===== config.mk =====
export PLATFORM = sky130hd
export DESIGN_NAME = seq_mult_ctl
export DESIGN_NICKNAME = d
export VERILOG_FILES = /design/src/rtl/seq_mult_ctl.sv
export SDC_FILE = /design/constraint.sdc
export NUM_CORES = 1
export LEC_CHECK = 0
export ABC_AREA = 1
export BUFFER_PORTS_ARGS = -buffer_cell sky130_fd_sc_hd__buf_4
export CAP_MARGIN = 20
export CORE_MARGIN = 4
export CORE_UTILIZATION = 55
export CTS_BUF_LIST = sky130_fd_sc_hd__clkbuf_2 sky130_fd_sc_hd__clkbuf_4 sky130_fd_sc_hd__clkbuf_8
export CTS_CLUSTER_SIZE = 40
export DETAILED_ROUTE_END_ITERATION = 8
export GPL_ROUTABILITY_DRIVEN = 0
export PLACE_DENSITY = 0.78
export SYNTH_ARGS = -nofsm -noshare
export SYNTH_HDL_FRONTEND = slang
export SYNTH_SLANG_ARGS = --single-unit

===== constraint.sdc =====
create_clock -name clk -period 1.5 [get_ports clk]
set_input_delay 0.15 -clock clk [delete_from_list [all_inputs] [get_ports clk]]
set_output_delay 0.15 -clock clk [all_outputs]
set_load 0.01 [all_outputs]

===== src/rtl/seq_mult_ctl.sv =====
// seq_mult_ctl: iterative shift-add multiplier with start/busy/done handshake.
// One DW x DW product takes DW+1 clocks from the accept edge: DW RUN cycles of
// conditional add + shift on operand magnitudes, then one SIGN cycle that
// applies the result sign and publishes the product.
//
// Ports:
//   clk          rising-edge clock
//   rst          asynchronous, active-low reset
//   start        request, sampled only while busy=0
//   signed_mode  1 = two's complement operands, 0 = unsigned; sampled with start
//   abort        synchronous cancel of an in-flight operation (also blocks start in IDLE)
//   multiplier   operand A, latched on the accept edge
//   multiplicand operand B, latched on the accept edge
//   busy         operation in flight
//   done         one-cycle pulse, product updated in the same cycle
//   product      2*DW-bit result, held until the next completion
module seq_mult_ctl #(
    parameter int DW = 8,
    localparam int CW = $clog2(DW) + 1
) (
    input  logic            clk,
    input  logic            rst,
    input  logic            start,
    input  logic            signed_mode,
    input  logic            abort,
    input  logic [DW-1:0]   multiplier,
    input  logic [DW-1:0]   multiplicand,
    output logic            busy,
    output logic            done,
    output logic [2*DW-1:0] product
);

    localparam int PW = 2 * DW;

    typedef enum logic [1:0] {
        IDLE,
        RUN,
        SIGN
    } state_t;

    state_t state_q, state_d;

    logic [CW-1:0] count_q;
    logic [DW-1:0] mag_a_q;
    logic [PW-1:0] shb_q;
    logic [PW-1:0] acc_q;
    logic          neg_q;
    logic [PW-1:0] product_q;
    logic          done_q;

    logic [DW-1:0] mag_a;
    logic [DW-1:0] mag_b;
    logic          accept;
    logic          last_iter;

    // |-2^(DW-1)| = 2^(DW-1) still fits in DW unsigned bits, so the plain
    // two's complement negate is exact for every input.
    always_comb begin
        mag_a = multiplier;
        mag_b = multiplicand;
        if (signed_mode && multiplier[DW-1]) begin
            mag_a = ~multiplier + DW'(1);
        end
        if (signed_mode && multiplicand[DW-1]) begin
            mag_b = ~multiplicand + DW'(1);
        end
    end

    assign accept    = (state_q == IDLE) && start && !abort;
    assign last_iter = (count_q == CW'(DW - 1));

    // State register
    always_ff @(posedge clk or negedge rst) begin
        if (!rst) begin
            state_q <= IDLE;
        end else begin
            state_q <= state_d;
        end
    end

    // Next-state logic
    always_comb begin
        state_d = state_q;
        unique case (state_q)
            IDLE: begin
                if (start && !abort) begin
                    state_d = RUN;
                end
            end
            RUN: begin
                if (abort) begin
                    state_d = IDLE;
                end else if (last_iter) begin
                    state_d = SIGN;
                end
            end
            SIGN: begin
                state_d = IDLE;
            end
            default: begin
                state_d = IDLE;
            end
        endcase
    end

    // Output logic
    always_comb begin
        busy = (state_q != IDLE);
    end

    // Datapath. The magnitude of A is shifted right each RUN cycle so bit 0
    // is always the bit selected by count; count only decides termination.
    always_ff @(posedge clk or negedge rst) begin
        if (!rst) begin
            count_q   <= '0;
            mag_a_q   <= '0;
            shb_q     <= '0;
            acc_q     <= '0;
            neg_q     <= 1'b0;
            product_q <= '0;
            done_q    <= 1'b0;
        end else begin
            done_q <= 1'b0;
            unique case (state_q)
                IDLE: begin
                    if (accept) begin
                        mag_a_q <= mag_a;
                        shb_q   <= {{DW{1'b0}}, mag_b};
                        acc_q   <= '0;
                        count_q <= '0;
                        neg_q   <= signed_mode & (multiplier[DW-1] ^ multiplicand[DW-1]);
                    end
                end
                RUN: begin
                    if (!abort) begin
                        if (mag_a_q[0]) begin
                            acc_q <= acc_q + shb_q;
                        end
                        shb_q   <= shb_q << 1;
                        mag_a_q <= mag_a_q >> 1;
                        count_q <= count_q + CW'(1);
                    end
                end
                SIGN: begin
                    if (!abort) begin
                        // A zero magnitude negates back to zero, so neg=1 with
                        // a zero result never yields a negative-zero pattern.
                        product_q <= neg_q ? (~acc_q + PW'(1)) : acc_q;
                        done_q    <= 1'b1;
                    end
                end
                default: begin
                end
            endcase
        end
    end

    assign done    = done_q;
    assign product = product_q;

endmodule


==> results of run 1 <==
## cell families after synthesis
kind of cell	after synthesis	share of synthesized area
simple gates	298	0.296
buf+inv	105	0.0998
xor+xnor	14	0.0292
fa+ha+maj	20	0.0614
compound gates	98	0.132
flops	64	0.381
## state kept, by name (all words and copies together), names as in the netlist
register and cells:
acc_q 16, count_q 4, done 1, mag_a_q 8
neg_q 1, product 16, shb_q 16, state_q 2
## final cells by class
class,instances,area [sq um],area share
Timing Repair Buffer,90,722,0.129
Sequential cell,64,1600,0.287
Clock buffer,15,181,0.0325
Inverter,95,367,0.0658
Multi-Input combinational cell,430,2580,0.463
Tap cell,99,124,0.0222
## synth_stat cells, drive strengths merged, types with 2 or more instances
master	number
nand2	202
inv	95
dfrtp	64
o21ai	48
nor2	46
nand3	34
a21oi	30
ha	19
xor2	11
o22ai	10
buf	8
nand4	6
o211ai	6
nand3b	4
nor3	4
xnor2	3
clkbuf	2
## power by group
| part | switching [mW] | internal (mW) | total (mW) |
|---|---|---|---|
| registers | 0.273 | 2.01 | 2.28 |
| logic | 2.02 | 1.64 | 3.66 |
| clock network | 0.633 | 0.757 | 1.39 |
## what timing repair did
action,CTS,global route
pin swaps,10,25
gates resized for setup,46,59
setup buffers,3,4
endpoints found under the setup margin,18,28
endpoints found under the hold margin,24,0
hold buffers,1,0
## routing by layer
metal | global-route usage | vias to the layer above | part of all wire
li1 | - | 2082 | -
met3 | 0.0458 | 27 | 0.055
met1 | 0.296 | 1958 | 0.42
met4 | 0.0983 | 0 | 0.024
met5 | 0 | - | 0
met2 | 0.440 | 130 | 0.50
## worst paths after layout
check	from	endpoint	slack [ns]	depth (start not counted)
min reg2reg	product[11]	product[11]	0.48	2
min	multiplier[0]	mag_a_q[0]	0.08	3
min in group asynchronous	rst	product[8]	0.21	2
max in group asynchronous	rst	shb_q[13]	0.76	3
max reg2reg	shb_q[0]	acc_q[4]	-0.14	9
max	shb_q[0]	acc_q[4]	-0.14	9
## tightest hold or removal path: cells and delay by family
| kind | cells | cell delay, ns |
|---|---|---|
| AOI/OAI and AO/OA | 2 | 0.15 |
| buffers and inverters | 1 | 0.08 |
## per-stage QoR
stage	cell area [sq um]	utilization
final	5580	0.761
after global routing	5580	0.761
after CTS	5370	0.733
after detailed placement	4940	0.673
after global placement	4940	0.673
after floorplan	4230	-
==> run_results.csv, run 1 <==
group,metric,value,unit
floorplan,die_area,9100,sq um
sta,setup_viol,10,
logic_synthesis,synth_cells,599,
pwr,peakVddDrop,0.000704,V
sta,fin_ws,-0.140,ns
logic_synthesis,synthTopCellsByArea,"dfrtp_1, nand2_1, inv_1, ha_1, o21ai_0",
global_route,grt_pass1_vias,4005,
floorplan,ioPinCount,39,
place,dp_hpwl,7.61,mm
clock_network,numCtsBuffers,9,
floorplan,die_width,95.4,um
sta,rsz0062_at_grt,"yes",
setup_path,critPathKind,"reg2reg",
logic_synthesis,ys_seq_elements,64,
place,place_ws,-0.156,ns
cells_and_area,area_delta_synth_final,32.8,%
cells_and_area,fillers,494,
clock_network,clk_pin_slew,0.07,ns
setup_path,critical-path-top-delay-family,"adder cells",
drt,dr.pass1.iters,5,
clock_network,cts_sinks,64,
logic_synthesis,synth-async-reset-ratio,1.00,
flow_run,drv_cap,0,
sta,worstMarginPinSlew,0.337,ns
cells_and_area,final_cell_mix,"nand2_1, buf_4, inv_1",
outcome,failed_checks,"negative setup slack",
drt,viasPerCell,5.29,
sta,tns,-0.622,ns
hold_path,worst_hold_path_type,"in2reg",
floorplan,initial_core_util,0.573,
setup_path,crit_arrival,1.86,ns
pwr,powerDensity,1310,nW/um^2
global_route,grt-ovfl-total,0,
drt,drcViolationCount,0,
sta,period_share,1.09,
logic_synthesis,synth.cell_area,4200,sq um
floorplan,num_rows,31,
place,dp_cells,770,
floorplan,die_height,95.4,um
global_route,grt_pass1_wl,17.6,mm
cells_and_area,n_antenna_cell,0,
pwr,p_leak,2.95,nW
cells_and_area,drive_gt1_frac,0.293,
sta,drv_slew,0,
logic_synthesis,ys_seq_area_frac,0.381,
floorplan,core,7330,sq um
global_route,antenna_found_initial,0,
logic_synthesis,synth_top_cell_by_area,"dfrtp_1",
setup_path,worstPathCellList,"ha_2 -> inv_2 -> fa_2 -> inv_2 -> nand3_2 -> nand3_4 -> buf_4 -> xnor2_1 -> o22ai_1",
logic_synthesis,yosysWarnings,0,
pwr,power,7.33,mW
drt,antenna_left,0,
drt,vias,4197,
global_route,grtUsageTotal,0.248,
cells_and_area,final_common_cell,"nand2_1",
sta,skew,0.00894,ns
sta,clock.fmax,610,MHz
sta,relSlewSlack,0.774,
setup_path,cp_max_fo,3,
cells_and_area,stdcell_count,793,
clock_network,root_buffer,"clkbuf_8",
logic_synthesis,syn_area_per_cell,7.01,sq um
setup_path,worstSetupEndpointType,"flip-flop",
logic_synthesis,synth_top_area_share,0.381,
drt,wire_per_inst,13.6,um
sta,fin_crit,1.64,ns
setup_path,path_buf_inv,3,
setup_path,cp_slowest_stage_delay,0.37,ns
setup_path,slowest_stage,"dfrtp_1",
clock_network,tritoncts,"yes",
outcome,status,"finished, violations left",
logic_synthesis,synth_ff_type,"dfrtp_1",
setup_path,start_kind,"flip-flop",
drt,wl,10.8,mm
place,portBuffers,38,
sta,whs,0.0798,ns
setup_path,cp_data_required_time,1.72,ns
logic_synthesis,synth-edff-count,0,
drt,initialDrtViolationCount,323,
sta,hold_viol,0,
logic_synthesis,ys_types,32,
clock_network,insertion_delay,0.35,ns
setup_path,cp_common_cell,"inv_2",
global_route,grt_max_degree,47,
cells_and_area,final_nets,731,
logic_synthesis,synth_fp_nets,640,
clock_network,htreeDepth,3,
clock_network,clockBufferDepth,2,
(Power assumes the default switching activity.)
==> inputs of run 2 (changes only) <==
==> config.mk (replaced) <==
export PLATFORM = sky130hd
export DESIGN_NAME = seq_mult_ctl
export DESIGN_NICKNAME = d
export VERILOG_FILES = /design/src/rtl/seq_mult_ctl.sv
export SDC_FILE = /design/constraint.sdc
export NUM_CORES = 1
export LEC_CHECK = 0
export BUFFER_PORTS_ARGS = -buffer_cell sky130_fd_sc_hd__buf_4
export CAP_MARGIN = 20
export CORE_MARGIN = 4
export CORE_UTILIZATION = 50
export CTS_BUF_LIST = sky130_fd_sc_hd__clkbuf_2 sky130_fd_sc_hd__clkbuf_4 sky130_fd_sc_hd__clkbuf_8
export CTS_CLUSTER_SIZE = 40
export DETAILED_ROUTE_END_ITERATION = 8
export GPL_ROUTABILITY_DRIVEN = 0
export PLACE_DENSITY = 0.72
export SYNTH_ARGS = -nofsm -noshare
export SYNTH_HDL_FRONTEND = slang
export SYNTH_SLANG_ARGS = --single-unit
==> run 2 against run 1 <==
  * The flow still finishes with violations (negative setup slack)
  * Utilization down 0.58 points
  * Clock power up 35%
  * Combinational power down 10%
  * Worst hold slack worse by 0.036 ns
  * Maximum frequency down 31%
  * Sequential power down 6%
  * Via count down 13%
  * Flip-flop and latch count unchanged
  * Wire length down 4.5%
  * Final cell count down 16%
  * Synthesized cell count down 29%
  * Critical path type unchanged
  * Largest power group unchanged
  * Highest routed layer unchanged
==> run_results.csv, run 2 <==
group,metric,value,unit
outcome,status,"finished, violations left",
outcome,failed_checks,"negative setup slack",
logic_synthesis,ys_types,51,
drt,dr.pass1.iters,4,
sta,fin_crit,2.38,ns
pwr,powerDensity,1320,nW/um^2
logic_synthesis,synth-edff-count,0,
floorplan,die_area,9100,sq um
logic_synthesis,yosysWarnings,0,
setup_path,reg2regPathDepth,9,
pwr,peakVddDrop,0.000683,V
clock_network,htreeDepth,3,
drt,antenna_left,0,
setup_path,cp_max_fo,3,
sta,drv_slew,0,
logic_synthesis,ys_seq_elements,64,
drt,vias,3659,
setup_path,cp_data_required_time,1.75,ns
clock_network,insertion_delay,0.36,ns
logic_synthesis,synth_fp_nets,468,
logic_synthesis,synth-async-reset-ratio,1.00,
sta,period_share,1.59,
sta,fin_ws,-0.880,ns
floorplan,initial_core_util,0.521,
place,placed_area,4830,sq um
clock_network,root_buffer,"clkbuf_8",
drt,drcViolationCount,0,
logic_synthesis,yosysMostFrequentCell,"nand2_1",
place,dp_cells,628,
drt,viasPerCell,5.51,
logic_synthesis,synth_top_cell_by_area,"dfrtp_1",
hold_path,hold_path_depth,2,
sta,rsz0062_at_grt,"yes",
cells_and_area,final_util,0.755,
floorplan,die_width,95.4,um
place,portBuffers,38,
logic_synthesis,synth_commonest_cells,"nand2_1, dfrtp_1, o21ai_0",
clock_network,clockBufferDepth,2,
floorplan,die_height,95.4,um
global_route,grt_pass1_wl,15.2,mm
sta,skew,0.0110,ns
global_route,grtUsageTotal,0.217,
cells_and_area,regArea,1610,sq um
clock_network,tritoncts,"yes",
setup_path,start_kind,"flip-flop",
logic_synthesis,synthTopCellsByArea,"dfrtp_1, o21ai_0, nand2_1, ha_1, xnor2_1",
drt,wire_per_inst,15.5,um
logic_synthesis,synth.cell_area,3820,sq um
clock_network,clk_pin_slew,0.08,ns
logic_synthesis,ys_seq_area_frac,0.420,
cells_and_area,final_common_cell,"buf_4",
clock_network,cts_sinks,64,
cells_and_area,drive_gt1_frac,0.368,
logic_synthesis,synth_cells,427,
logic_synthesis,synth_ff_type,"dfrtp_1",
pwr,p_leak,2.62,nW
global_route,grt_max_degree,39,
setup_path,critPathKind,"reg2reg",
setup_path,worstSetupEndpointType,"flip-flop",
drt,wl,10.3,mm
cells_and_area,n_antenna_cell,0,
sta,relSlewSlack,0.693,
place,dp_hpwl,6.88,mm
setup_path,crit_arrival,2.63,ns
hold_path,worst_hold_path_type,"in2reg",
sta,hold_viol,0,
clock_network,numCtsBuffers,9,
cells_and_area,final_cell_mix,"buf_4, nand2_1, dfrtp_1",
global_route,antenna_found_initial,0,
floorplan,num_rows,31,
cells_and_area,stdcell_count,664,
global_route,grt_pass1_vias,3509,
cells_and_area,area_delta_synth_final,44.9,%
sta,clock.fmax,420,MHz
logic_synthesis,synth_top_area_share,0.420,
cells_and_area,final_nets,601,
cells_and_area,design_area,5530,sq um
sta,worstMarginPinSlew,0.460,ns
floorplan,core,7330,sq um
logic_synthesis,syn_area_per_cell,8.94,sq um
cells_and_area,multi_input_area,2370,sq um
place,place_ws,-0.703,ns
global_route,grt-ovfl-total,0,
sta,setup_viol,24,
floorplan,ioPinCount,39,
cells_and_area,fillers,487,
flow_run,drv_cap,0,
drt,initialDrtViolationCount,178,
-- run 2: changes by cell type in the layout (fill, tap and decap cells not counted), moves of 7 or more --
| cell | before | now |
|---|---|---|
| inv_2 | 14 | 2 |
| nor3_1 | 0 | 7 |
| a22o_1 | 0 | 11 |
| o22ai_1 | 10 | 2 |
| inv_1 | 77 | 18 |
| buf_4 | 82 | 122 |
| buf_6 | 5 | 12 |
| xnor2_1 | 3 | 19 |
| a21oi_1 | 21 | 31 |
| nor2_1 | 35 | 23 |
| nand2_1 | 173 | 66 |
| nand3_1 | 25 | 7 |
| nand2_2 | 25 | 3 |
-- run 2: logic make-up after synthesis --
logic type | share of synthesized area
compound gates | 0.227
flops | 0.420
buf+inv | 0.0420
fa+ha+maj | 0.0675
simple gates | 0.162
xor+xnor | 0.0757
mux | 0.00557
-- run 2: per-stage QoR --
step / total power [mW] / hold slack (ns) / TNS (ns)
after floorplan: 3.52 / -0.146 / -4.63
after global placement: 4.46 / 0.123 / -6.38
after detailed placement: 4.57 / 0.125 / -7.67
after CTS: 6.63 / 0.00404 / -7.91
after global routing: 7.69 / 0.0490 / -11.27
final: 7.31 / 0.0436 / -9.44
-- run 2: cell type report --
type,instances,share of cell area
sequential,64,0.290
clock inverter,5,0.0185
inverter,20,0.0136
tap,99,0.0224
multi-input combinational,328,0.429
timing repair buffer,137,0.199
clock buffer,11,0.0274
-- run 2: layer usage --
metal	GRT usage	routed length, um	part of all wire
met2	0.376	5360	0.52
met4	0.113	214	0.021
met3	0.0379	555	0.054
met5	0	0	0
met1	0.257	4190	0.41
-- run 2: worst paths after layout --
path,end,startpoint,slack [ns]
max,acc_q[12],acc_q[0],-0.88
min,state_q[1],abort,0.04
max reg2reg,acc_q[12],acc_q[0],-0.88
min reg2reg,state_q[1],count_q[3],0.48
max in group asynchronous,state_q[1],rst,0.68
min in group asynchronous,product[3],rst,0.29
-- run 2: critical path, stage by stage (launching register included) --
cell and delay, ns:
dfrtp_1 0.39, ha_2 0.20, inv_2 0.06, fa_2 0.18, and2b_1 0.20, o211ai_1 0.28
a31o_2 0.27, a211oi_2 0.10, or3_1 0.35, a32o_1 0.26
-- run 2: what timing repair did --
item / 4_1_cts / 5_1_grt
pin swaps: 13 / 40
gates resized for setup: 27 / 47
endpoints found under the hold margin: 33 / 0
cloned: 0 / 0
setup endpoints to repair: 23 / 42
setup buffers: 8 / 18
hold buffers: 1 / 0
-- run 2: power breakdown --
| group | leakage (nW) | internal (mW) | total [mW] | switching (mW) |
|---|---|---|---|---|
| Clock | 0.126 | 1.19 | 1.88 | 0.687 |
| Combinational | 1.64 | 1.74 | 3.28 | 1.54 |
| Sequential | 0.852 | 1.96 | 2.15 | 0.197 |
| Total | 2.62 | 4.89 | 7.31 | 2.42 |
